## src/rtl/axi_pkg.sv

```systemverilog
// Shared encodings, FSM state type and command legality check for the AXI write-burst generator.
package axi_pkg;

  localparam int STRB_W = 8;

  typedef enum logic [1:0] {
    BURST_FIXED = 2'b00,
    BURST_INCR  = 2'b01,
    BURST_WRAP  = 2'b10,
    BURST_RSV   = 2'b11
  } burst_e;

  localparam logic [1:0] RESP_OKAY   = 2'b00;
  localparam logic [1:0] RESP_SLVERR = 2'b10;

  typedef enum logic [1:0] {
    ST_IDLE = 2'd0,
    ST_AW   = 2'd1,
    ST_W    = 2'd2,
    ST_B    = 2'd3
  } state_e;

  // A WRAP burst needs a power-of-two beat count and a size-aligned start address.
  function automatic logic cmd_illegal(input logic [2:0] addr_lo, input logic [7:0] len,
                                       input logic [2:0] size, input logic [1:0] burst);
    logic [2:0] amask;
    amask = (3'd1 << size) - 3'd1;
    if (size > 3'd3) begin
      cmd_illegal = 1'b1;
    end else if (burst == BURST_RSV) begin
      cmd_illegal = 1'b1;
    end else if (burst == BURST_WRAP) begin
      cmd_illegal = !(len == 8'd1 || len == 8'd3 || len == 8'd7 || len == 8'd15) ||
                    ((addr_lo & amask) != 3'd0);
    end else begin
      cmd_illegal = 1'b0;
    end
  endfunction

endpackage

```

## src/rtl/axi_beat_addr.sv

```systemverilog
// Combinational beat address and byte-strobe generator for one beat of an AXI write burst.
module axi_beat_addr
  import axi_pkg::*;
#(
  parameter int AW = 32
) (
  input  logic [AW-1:0]     addr,
  input  logic [7:0]        len,
  input  logic [2:0]        size,
  input  logic [1:0]        burst,
  input  logic [7:0]        k,
  output logic [AW-1:0]     addr_k,
  output logic [STRB_W-1:0] wstrb
);

  logic [AW-1:0] step_s;
  logic [AW-1:0] wmask_s;
  logic [AW-1:0] lo_s;
  logic [2:0]    lane_s;
  logic [15:0]   bytes_s;

  // Beat address per burst type, then the active byte lanes of that beat.
  always_comb begin
    step_s  = AW'(k) << size;
    // Legal WRAP containers are a power of two, so the modulo reduces to a mask.
    wmask_s = ((AW'(len) + AW'(1)) << size) - AW'(1);
    lo_s    = addr & ~wmask_s;
    case (burst)
      BURST_FIXED: addr_k = addr;
      BURST_INCR:  addr_k = addr + step_s;
      BURST_WRAP:  addr_k = lo_s + ((addr - lo_s + step_s) & wmask_s);
      default:     addr_k = addr;
    endcase
    lane_s  = addr_k[2:0] & ~((3'd1 << size) - 3'd1);
    bytes_s = (16'd1 << (5'd1 << size)) - 16'd1;
    wstrb   = STRB_W'(bytes_s << lane_s);
  end

endmodule

```

## src/rtl/axi_wr_burst_gen.sv

```systemverilog
// AXI write-burst generator: one command becomes AW, len+1 W beats and a B wait, then done/err.
// Build macro AXI_WGEN_STATS_EN adds the stat_bursts/stat_errs counter outputs.
module axi_wr_burst_gen
  import axi_pkg::*;
#(
  parameter int AW = 32,
  parameter int DW = 64
) (
  input  logic              axi_aclk,
  input  logic              rst,
  input  logic              cmd_valid,
  output logic              cmd_ready,
  input  logic [AW-1:0]     cmd_addr,
  input  logic [7:0]        cmd_len,
  input  logic [2:0]        cmd_size,
  input  logic [1:0]        cmd_burst,
  input  logic [31:0]       cmd_seed,
  output logic [AW-1:0]     awaddr,
  output logic [7:0]        awlen,
  output logic [2:0]        awsize,
  output logic [1:0]        awburst,
  output logic              awvalid,
  input  logic              awready,
  output logic [DW-1:0]     wdata,
  output logic [STRB_W-1:0] wstrb,
  output logic              wlast,
  output logic              wvalid,
  input  logic              wready,
  input  logic [1:0]        bresp,
  input  logic              bvalid,
  output logic              bready,
  output logic              done,
  output logic [1:0]        done_resp,
  output logic              err
`ifdef AXI_WGEN_STATS_EN
  ,
  output logic [15:0]       stat_bursts,
  output logic [15:0]       stat_errs
`endif
);

  state_e              state_q;
  logic                cmd_ready_q;
  logic [AW-1:0]       addr_q;
  logic [7:0]          len_q;
  logic [2:0]          size_q;
  logic [1:0]          burst_q;
  logic [31:0]         seed_q;
  logic [7:0]          beat_q;
  logic                awvalid_q, wvalid_q, wlast_q, bready_q, done_q, err_q;
  logic [DW-1:0]       wdata_q;
  logic [STRB_W-1:0]   wstrb_q;
  logic [1:0]          done_resp_q;

  logic [7:0]          k_d;
  logic [DW-1:0]       wdata_d;
  logic [STRB_W-1:0]   wstrb_s;
  logic [AW-1:0]       beat_addr_unused_s;

  // Index of the beat whose payload is loaded at the next handshake.
  always_comb begin
    if (state_q == ST_AW) begin
      k_d = 8'd0;
    end else begin
      k_d = beat_q + 8'd1;
    end
    wdata_d = {2{seed_q + {24'd0, k_d}}};
  end

  // Only the strobe of the beat address is needed on the W channel.
  axi_beat_addr #(.AW(AW)) u_beat_addr (
    .addr   (addr_q),
    .len    (len_q),
    .size   (size_q),
    .burst  (burst_q),
    .k      (k_d),
    .addr_k (beat_addr_unused_s),
    .wstrb  (wstrb_s)
  );

  // Burst sequencing FSM with all channel outputs registered.
  always_ff @(posedge axi_aclk) begin
    if (rst) begin
      state_q     <= ST_IDLE;
      cmd_ready_q <= 1'b1;
      addr_q      <= '0;
      len_q       <= 8'd0;
      size_q      <= 3'd0;
      burst_q     <= 2'b00;
      seed_q      <= 32'd0;
      beat_q      <= 8'd0;
      awvalid_q   <= 1'b0;
      wvalid_q    <= 1'b0;
      wlast_q     <= 1'b0;
      bready_q    <= 1'b0;
      done_q      <= 1'b0;
      err_q       <= 1'b0;
      wdata_q     <= '0;
      wstrb_q     <= '0;
      done_resp_q <= RESP_OKAY;
    end else begin
      done_q <= 1'b0;
      err_q  <= 1'b0;
      case (state_q)
        ST_IDLE: begin
          if (cmd_valid && cmd_ready_q) begin
            addr_q  <= cmd_addr;
            len_q   <= cmd_len;
            size_q  <= cmd_size;
            burst_q <= cmd_burst;
            seed_q  <= cmd_seed;
            if (cmd_illegal(cmd_addr[2:0], cmd_len, cmd_size, cmd_burst)) begin
              err_q <= 1'b1;
            end else begin
              awvalid_q   <= 1'b1;
              cmd_ready_q <= 1'b0;
              state_q     <= ST_AW;
            end
          end
        end
        ST_AW: begin
          if (awready) begin
            awvalid_q <= 1'b0;
            wvalid_q  <= 1'b1;
            wdata_q   <= wdata_d;
            wstrb_q   <= wstrb_s;
            wlast_q   <= (k_d == len_q);
            beat_q    <= k_d;
            state_q   <= ST_W;
          end
        end
        ST_W: begin
          if (wready) begin
            if (wlast_q) begin
              wvalid_q <= 1'b0;
              wlast_q  <= 1'b0;
              bready_q <= 1'b1;
              state_q  <= ST_B;
            end else begin
              beat_q  <= k_d;
              wdata_q <= wdata_d;
              wstrb_q <= wstrb_s;
              wlast_q <= (k_d == len_q);
            end
          end
        end
        ST_B: begin
          if (bvalid) begin
            bready_q    <= 1'b0;
            done_q      <= 1'b1;
            done_resp_q <= bresp;
            cmd_ready_q <= 1'b1;
            state_q     <= ST_IDLE;
          end
        end
        default: state_q <= ST_IDLE;
      endcase
    end
  end

  assign cmd_ready = cmd_ready_q;
  assign awaddr    = addr_q;
  assign awlen     = len_q;
  assign awsize    = size_q;
  assign awburst   = burst_q;
  assign awvalid   = awvalid_q;
  assign wdata     = wdata_q;
  assign wstrb     = wstrb_q;
  assign wlast     = wlast_q;
  assign wvalid    = wvalid_q;
  assign bready    = bready_q;
  assign done      = done_q;
  assign done_resp = done_resp_q;
  assign err       = err_q;

`ifdef AXI_WGEN_STATS_EN
  logic [15:0] stat_bursts_q;
  logic [15:0] stat_errs_q;

  // Counters follow the done/err pulses and wrap naturally at 16 bits.
  always_ff @(posedge axi_aclk) begin
    if (rst) begin
      stat_bursts_q <= 16'd0;
      stat_errs_q   <= 16'd0;
    end else begin
      if (done_q) begin
        stat_bursts_q <= stat_bursts_q + 16'd1;
      end
      if ((done_q && (done_resp_q != RESP_OKAY)) || err_q) begin
        stat_errs_q <= stat_errs_q + 16'd1;
      end
    end
  end

  assign stat_bursts = stat_bursts_q;
  assign stat_errs   = stat_errs_q;
`else
  // Without the statistics build, completion and errors are visible only on done/err.
`endif

endmodule

```

## config.mk

```make
export PLATFORM = sky130hd
export DESIGN_NAME = axi_wr_burst_gen
export DESIGN_NICKNAME = d
export VERILOG_FILES = /design/src/rtl/axi_pkg.sv /design/src/rtl/axi_beat_addr.sv /design/src/rtl/axi_wr_burst_gen.sv
export SDC_FILE = /design/constraint.sdc
export NUM_CORES = 1
export LEC_CHECK = 0
export ABC_CLOCK_PERIOD_IN_PS = 5250
export BUFFER_PORTS_ARGS = -buffer_cell sky130_fd_sc_hd__buf_2
export CORE_MARGIN = 5
export CORE_UTILIZATION = 35
export DETAILED_ROUTE_END_ITERATION = 16
export PLACE_DENSITY = 0.66
export SETUP_SLACK_MARGIN = 0.2
export SLEW_MARGIN = 20
export SYNTH_ARGS = -nofsm -noshare
export SYNTH_HDL_FRONTEND = slang
export SYNTH_SLANG_ARGS = --single-unit
```

## constraint.sdc

```tcl
create_clock -name axi_aclk -period 5.25 [get_ports axi_aclk]
set_input_delay 1.575 -clock axi_aclk [delete_from_list [all_inputs] [get_ports axi_aclk]]
set_output_delay 1.575 -clock axi_aclk [all_outputs]
set_load 0.01 [all_outputs]
```

==> impl_metrics.py, run 1 <==
metrics = {
    "run_status": {
        "status": "finished, final reports clean",
    },
    "clock_tree": {
        "postCtsSetupRepairBufs": 0,
        "clkSinkCount": 136,
        "clk_pin_slew_ns": 0.06,
        "cts_resized": 0,
        "cts_tree": "built",
        "ctsRootBufferMaster": "clkbuf_16",
        "cts_buffers": 17,
        "clock_path_buffers": 2,
        "clk_latency_ns": 0.42,
        "htreeDepth": 4,
        "ctsHoldBuffers": 0,
    },
    "power_and_ir_drop": {
        "switching_share_pct": 40.55,
        "power_density_nw_per_um2": 530.2,
        "power_switching_mw": 1.803,
        "ir_worst_vdd_mv": 0.3071,
        "p_int_mw": 2.643,
        "power_mw": 4.446,
        "power.leakage_nw": 3.710,
        "combPwrFrac_pct": 40.9,
        "clkPwrFrac_pct": 25.2,
        "p_seq_share_pct": 33.9,
    },
    "layout": {
        "ff_latch_area_sq_um": 2723,
        "antenna_cells": 0,
        "nNetsFinal": 1145,
        "multi_input_area_sq_um": 3598,
        "fin_cells": 1311,
        "syn_to_final_growth_pct": 22.84,
        "nFillCells": 1966,
        "layout_common_cells": "220 x nand2_1, 209 x buf_2, 136 x dfxtp_1",
        "final_layout_size_suffix_gt1_share_pct": 24.38,
        "final_common_cell": "nand2_1",
    },
    "synthesis": {
        "synth_top_family_by_area": "simple AND/OR/NAND/NOR gates",
        "synth_fa_ha_area_share_pct": 5.279,
        "synthMuxAreaShare_pct": 0.9164,
        "yosysUniqueCellTypes": 58,
        "synthSimpleGateAreaFrac_pct": 22.42,
        "synth_ff_type": "dfxtp_1",
        "synth_top_area_cell": "dfxtp_1",
        "netlist_area_sq_um": 6827,
        "synth-edff-count": 0,
        "syn_area_per_cell_sq_um": 7.722,
        "synth_compound_area_share_pct": 17.14,
        "yosys.area.top_type_share_pct": 39.88,
        "synthTopCellsByArea": "dfxtp_1 40%, nand2_1 12%, a21oi_1 8.6%",
        "synthXorXnorAreaFrac_pct": 6.543,
        "synthArstFlopShare_pct": 0,
        "ys_seq_area_share_pct": 39.88,
        "synth_seq_cells": 136,
        "synth_nets": 996,
        "ys_warn_count": 0,
        "netlist_instances": 884,
    },
    "floorplan": {
        "std_cell_rows": 51,
        "core-area_sq_um": 19330,
        "dieHeight_um": 149.7,
        "start_util_pct": 35.31,
        "num_io_pins": 211,
        "die_area_sq_um": 22400,
        "chipWidth_um": 149.7,
    },
    "worst_setup_path": {
        "cp-end-kind": "flop",
        "crit_arrival_ns": 4.35,
        "critPathKind": "reg -> reg",
        "path_max_fanout": 17,
        "crit_slowest_cell": "fa_1",
        "cp.buffers_inverters": 1,
        "path_cells": "nor4_1 -> inv_1 -> ha_1 -> nand2b_1 -> ha_1 -> fa_1 -> mux2i_1 -> ha_1 -> nand2_1 -> a31o_2 -> nand2b_1 -> o21ai_0 -> a221o_1 -> a211oi_1 -> a21oi_1",
        "cp_top_family": "adder cells",
        "critical_path.startpoint": "awsize[1]",
        "critPathMostFrequentCell": "ha_1",
        "critPathRequiredTime_ns": 5.54,
        "start_kind": "flop",
        "worst_path_largest_cell_delay_ns": 0.53,
        "r2r_start": "awsize[1]",
    },
    "sta": {
        "tightest_slew_ns": 0.9645,
        "grt_setup_unrepaired": "no",
        "fmax_mhz": 246.3,
        "setup_ws_ns": 1.190,
        "hold_viol": 0,
        "finClkSkew_ns": 0.007109,
        "period_share_pct": 77.32,
        "slew_violations": 0,
        "setup_viol": 0,
        "setup_tns_ns": 0,
        "period_minus_slack_ns": 4.060,
        "slew_headroom_pct": 35.70,
    },
    "placement": {
        "dpl.cell_count": 1279,
        "post-place-ws_ns": 1.193,
        "dp_hpwl_um": 13260,
        "port-buffer-count": 210,
        "place.gp.congestion": 0.8742,
    },
    "drt": {
        "drtIter0Drc": 335,
        "wl_um": 18460,
        "ant_nets": 0,
        "wl_per_cell_um": 14.08,
        "vias": 6258,
        "firstDrtPassIters": 6,
        "drc": 0,
        "vias_per_cell": 4.773,
    },
    "min_path": {
        "min-delay-start": "wstrb[0]",
        "hold_class": "reg -> reg",
    },
    "global_routing": {
        "grt_overflow_total": 0,
        "first_global_vias": 5967,
        "grt_max_degree": 80,
        "antenna_found_initial": 0,
        "grtUsageTotal_pct": 16.28,
        "grt_pass1_wl_um": 29290,
    },
    "flow_run": {
        "cap_violations": 0,
    },
}
[kinds of logic after synthesis]
logic type,Yosys count
AO/OA/AOI/OAI,194
XOR/XNOR,51
adder cells (fa/ha/maj),27
buffers and inverters,109
flip-flops,136
multiplexers,6
other,1
AND/OR/NAND/NOR,360
[cells in the mapped netlist (2+ instances only)]
master	instances
xnor2_1	21
buf_1	5
a21oi_1	117
nor3_1	9
buf_4	32
o21ai_0	10
a211oi_1	27
mux2i_1	4
nand2_1	220
or4_1	3
a21boi_0	2
or3b_1	2
a21o_1	8
nand4b_1	2
a311oi_1	2
nand2b_1	6
nor2_1	60
o31ai_1	2
inv_1	25
mux2_2	2
nand3b_1	2
dfxtp_1	136
nand4_1	7
or3_1	2
xor2_1	30
nor2b_1	2
a31oi_1	4
and3_1	7
and2_1	4
nand3_1	27
o21a_1	3
ha_1	24
clkbuf_1	46
o211ai_1	3
a31o_2	2
nor4_1	2
fa_1	3
[power by group through the flow]
stage               clock, mW  sequential (mW)  combinational, mW
floorplan                   0             1.57               1.29
global placement            0             1.52               1.82
detailed placement          0             1.53               1.84
CTS                      1.15             1.51               1.84
global route             1.20             1.55               2.06
finish                   1.12             1.51               1.82
[final timing paths]
check                                 to  slack [ns]  cells after the start
worst min-delay path            wstrb[0]        0.45                      2
worst max-delay path            wstrb[4]        1.19                     15
worst min register to register  wstrb[0]        0.45                      2
worst max register to register  wstrb[4]        1.19                     15
[registers in the layout, indices dropped and copies added (netlist names)]
register and flops:
err 1, done_resp 2, wstrb 8, awvalid 1, awaddr 32, wlast 1, state_q 2, awburst 2
bready 1, wdata 32, awsize 3, cmd_ready 1, done 1, seed_q 32, awlen 8, beat_q 8
wvalid 1
[metal layers]
layer | vias up | global-route usage, % | wire length (um) | share of wire (%)
li1 | 3239 | - | - | -
met1 | 2827 | 19.81 | 7951 | 43
met2 | 170 | 27.19 | 8878 | 48
met3 | 22 | 4.906 | 1319 | 7.1
met4 | 0 | 6.084 | 312 | 1.7
met5 | - | 0 | 0 | 0
[through the flow]
stage | hold slack [ns] | utilization, % | instance area, sq um
4_1_cts | 0.4508 | 43.37 | 8386
6_report | 0.4498 | 43.37 | 8386
2_1_floorplan | 0.4406 | - | 6827
3_3_place_gp | 0.4386 | 40.50 | 7830
5_1_grt | 0.4674 | 43.37 | 8386
3_5_place_dp | 0.4432 | 40.50 | 7830
[layout make-up]
class / instances / area share [%]
tap: 265 / 3.954
multi-input combinational: 639 / 42.91
clock inverter: 14 / 1.507
clock buffer: 18 / 5.118
inverter: 25 / 1.119
sequential: 136 / 32.47
timing repair buffer: 214 / 12.92
[worst register-to-register path, stage by stage, from the launching register on]
cell      delay [ns]
dfxtp_1         0.48
nor4_1          0.48
inv_1           0.11
ha_1            0.34
nand2b_1        0.15
ha_1            0.32
fa_1            0.53
mux2i_1         0.07
ha_1            0.27
nand2_1         0.06
a31o_2          0.21
nand2b_1        0.18
o21ai_0         0.09
a221o_1         0.30
a211oi_1        0.25
a21oi_1         0.10
Note: power is estimated with default switching activity, not from simulation.
==> run 2, diff against run 1 <==
Settings changed: ABC_AREA set to 1, ABC_CLOCK_PERIOD_IN_PS 5250 to 4200.
Clock period 5.25 ns to 4.2 ns, I/O delays scaled along.
==> run 2 against run 1 <==
  * Register-to-register slack worse by 0.72 ns
  * Die area up 6.2%
  * Area after synthesis rose by 6.7%
  * Design area grew 7.6%
  * Non-clock buffer count is 5 higher
  * Clock skew rose by 0.0029 ns
  * Combinational power up 70%
  * Worst hold slack got worse by 0.0075 ns
==> impl_metrics.py, run 2 <==
metrics = {
    "run_status": {
        "status": "finished, final reports clean",
    },
    "placement": {
        "port-buffer-count": 210,
        "place.gp.congestion": 0.9144,
        "dp_hpwl_um": 15460,
    },
    "global_routing": {
        "grt_overflow_total": 0,
        "grt_max_degree": 79,
        "grtUsageTotal_pct": 16.84,
        "antenna_found_initial": 4,
        "grt_pass1_wl_um": 32990,
        "first_global_vias": 6622,
    },
    "power_and_ir_drop": {
        "power.leakage_nw": 4.374,
        "ir_worst_vdd_mv": 0.3085,
        "power_density_nw_per_um2": 748.0,
    },
    "floorplan": {
        "core-area_sq_um": 20360,
        "num_io_pins": 211,
        "start_util_pct": 35.77,
        "std_cell_rows": 52,
        "dieHeight_um": 154.3,
        "chipWidth_um": 154.3,
        "die_area_sq_um": 23800,
    },
    "synthesis": {
        "synth_nets": 1142,
        "netlist_instances": 1030,
        "synth_ff_type": "dfxtp_1",
        "synth-edff-count": 0,
        "netlist_area_sq_um": 7284,
        "synth_commonest_cells": "161 x inv_1, 136 x dfxtp_1, 136 x nand2_1, 121 x o21ai_0, 111 x a21oi_1",
        "synthArstFlopShare_pct": 0,
        "yosysUniqueCellTypes": 48,
        "yosys.area.top_type_share_pct": 37.38,
        "ys_seq_area_share_pct": 37.38,
        "synth_top_area_cell": "dfxtp_1",
        "syn_area_per_cell_sq_um": 7.072,
        "ys_warn_count": 0,
        "synth_seq_cells": 136,
        "synthMostInstantiatedCell": "inv_1",
        "synthTopCellsByArea": "dfxtp_1 37%, o21ai_0 8.3%, inv_1 8.3%",
    },
    "clock_tree": {
        "cts_tree": "built",
        "clock_path_buffers": 2,
        "clk_latency_ns": 0.42,
        "htreeDepth": 4,
        "ctsRootBufferMaster": "clkbuf_16",
        "cts_buffers": 17,
        "clk_pin_slew_ns": 0.06,
        "clkSinkCount": 136,
    },
    "worst_setup_path": {
        "crit_slowest_cell": "fa_1",
        "start_kind": "flop",
        "critPathMostFrequentCell": "ha_1",
        "critPathRequiredTime_ns": 4.55,
        "r2r_slack_ns": 0.47,
        "cp-end-kind": "flop",
        "critPathKind": "reg -> reg",
        "path_max_fanout": 7,
        "crit_arrival_ns": 4.08,
        "path_cells": "ha_1 -> a31oi_1 -> ha_1 -> or2_2 -> ha_1 -> fa_1 -> o21ai_0 -> ha_1 -> a211o_1 -> nand3_1 -> inv_1 -> nand2_1 -> nand2_1 -> nor2_2 -> nand3_1 -> nand2_1 -> inv_2 -> a21oi_1",
        "worst_path_largest_cell_delay_ns": 0.53,
    },
    "layout": {
        "layout_common_cells": "210 x buf_2, 160 x inv_1, 135 x nand2_1",
        "nNetsFinal": 1307,
        "final_common_cell": "buf_2",
        "fin_util_pct": 44.30,
        "antenna_cells": 0,
        "nFillCells": 2115,
        "syn_to_final_growth_pct": 23.86,
        "final_layout_size_suffix_gt1_share_pct": 24.59,
    },
    "sta": {
        "grt_setup_unrepaired": "no",
        "setup_viol": 0,
        "period_share_pct": 88.78,
        "setup_tns_ns": 0,
        "slew_headroom_pct": 54.61,
        "fmax_mhz": 268.2,
        "finClkSkew_ns": 0.01003,
        "period_minus_slack_ns": 3.729,
        "tightest_slew_ns": 0.6801,
        "hold_viol": 0,
        "slew_violations": 0,
    },
    "drt": {
        "wl_per_cell_um": 13.74,
        "vias": 7022,
        "firstDrtPassIters": 6,
        "ant_nets": 0,
        "drc": 0,
        "wl_um": 20300,
        "vias_per_cell": 4.751,
        "drtIter0Drc": 297,
    },
    "min_path": {
        "hold_class": "reg -> reg",
    },
    "flow_run": {
        "cap_violations": 0,
    },
}
## run 2: what timing repair did
| item | CTS | global route |
|---|---|---|
| resized for setup | 0 | 6 |
| hold endpoints to repair | 0 | 0 |
| endpoints found under the setup margin | 0 | 6 |
| buffers inserted | 0 | 4 |
| hold buffers | 0 | 0 |
## run 2: cell families after synthesis
group,synth area share [%]
xor gates and xnor gates,2.525
adders and majority gates,4.947
AOI/OAI and AO/OA,20.32
DFF,37.38
other,0.05148
and+or+nand+nor,20.27
buffers and inverters,14.51
## run 2: power breakdown
part | switching, mW | internal, mW
combinational | 1.95 | 1.14
sequential | 0.336 | 1.73
clock | 0.574 | 1.01
## run 2: per-stage QoR
step / instance area, sq um / total power [mW] / worst slack, ns / std cells / hold WS, ns
6_report: 9022 / 6.749 / 0.4712 / 1478 / 0.4423
2_1_floorplan: 7284 / 4.287 / 0.6051 / 1030 / 0.4280
3_5_place_dp: 8361 / 5.154 / 0.3398 / 1442 / 0.4344
3_3_place_gp: 8361 / 5.107 / 0.4364 / 1442 / 0.4289
5_1_grt: 9022 / 7.349 / 0.1804 / 1478 / 0.4601
4_1_cts: 8982 / 6.761 / 0.3270 / 1474 / 0.4438
## run 2: path summary, 6_finish.rpt
| kind | end | start | cells past startpoint |
|---|---|---|---|
| setup / recovery | wstrb[6] | awlen[0] | 18 |
| hold / removal | awaddr[6] | awaddr[6] | 2 |
| setup reg to reg | wstrb[6] | awlen[0] | 18 |
| hold reg to reg | awaddr[6] | awaddr[6] | 2 |
## run 2: metal layers
layer  up-vias  part of all wire, %  track usage [%]
li1       3647                    -                -
met1      3135                   47            22.61
met2       203                   44            26.64
met3        29                  7.2            5.057
met4         8                  1.2            4.121
met5         -                 0.34                0
## run 2: cell type report
| class | instances | area, sq um | area share (%) |
|---|---|---|---|
| Tap cell | 270 | 337.8 | 3.744 |
| Inverter | 173 | 649.4 | 7.197 |
| Sequential cell | 136 | 2728 | 30.23 |
| Multi-Input combinational cell | 648 | 3530 | 39.12 |
| Timing Repair Buffer | 219 | 1156 | 12.81 |
| Clock buffer | 20 | 446.7 | 4.951 |
| Clock inverter | 12 | 175.2 | 1.941 |
## run 2: worst max-delay path: cells and delay by family (launching register included)
family	cells	cell delay [ns]
DFF	1	0.34
AOI/OAI and AO/OA	4	0.61
and+or+nand+nor	7	0.86
buffers and inverters	2	0.14
adders and majority gates	5	1.72
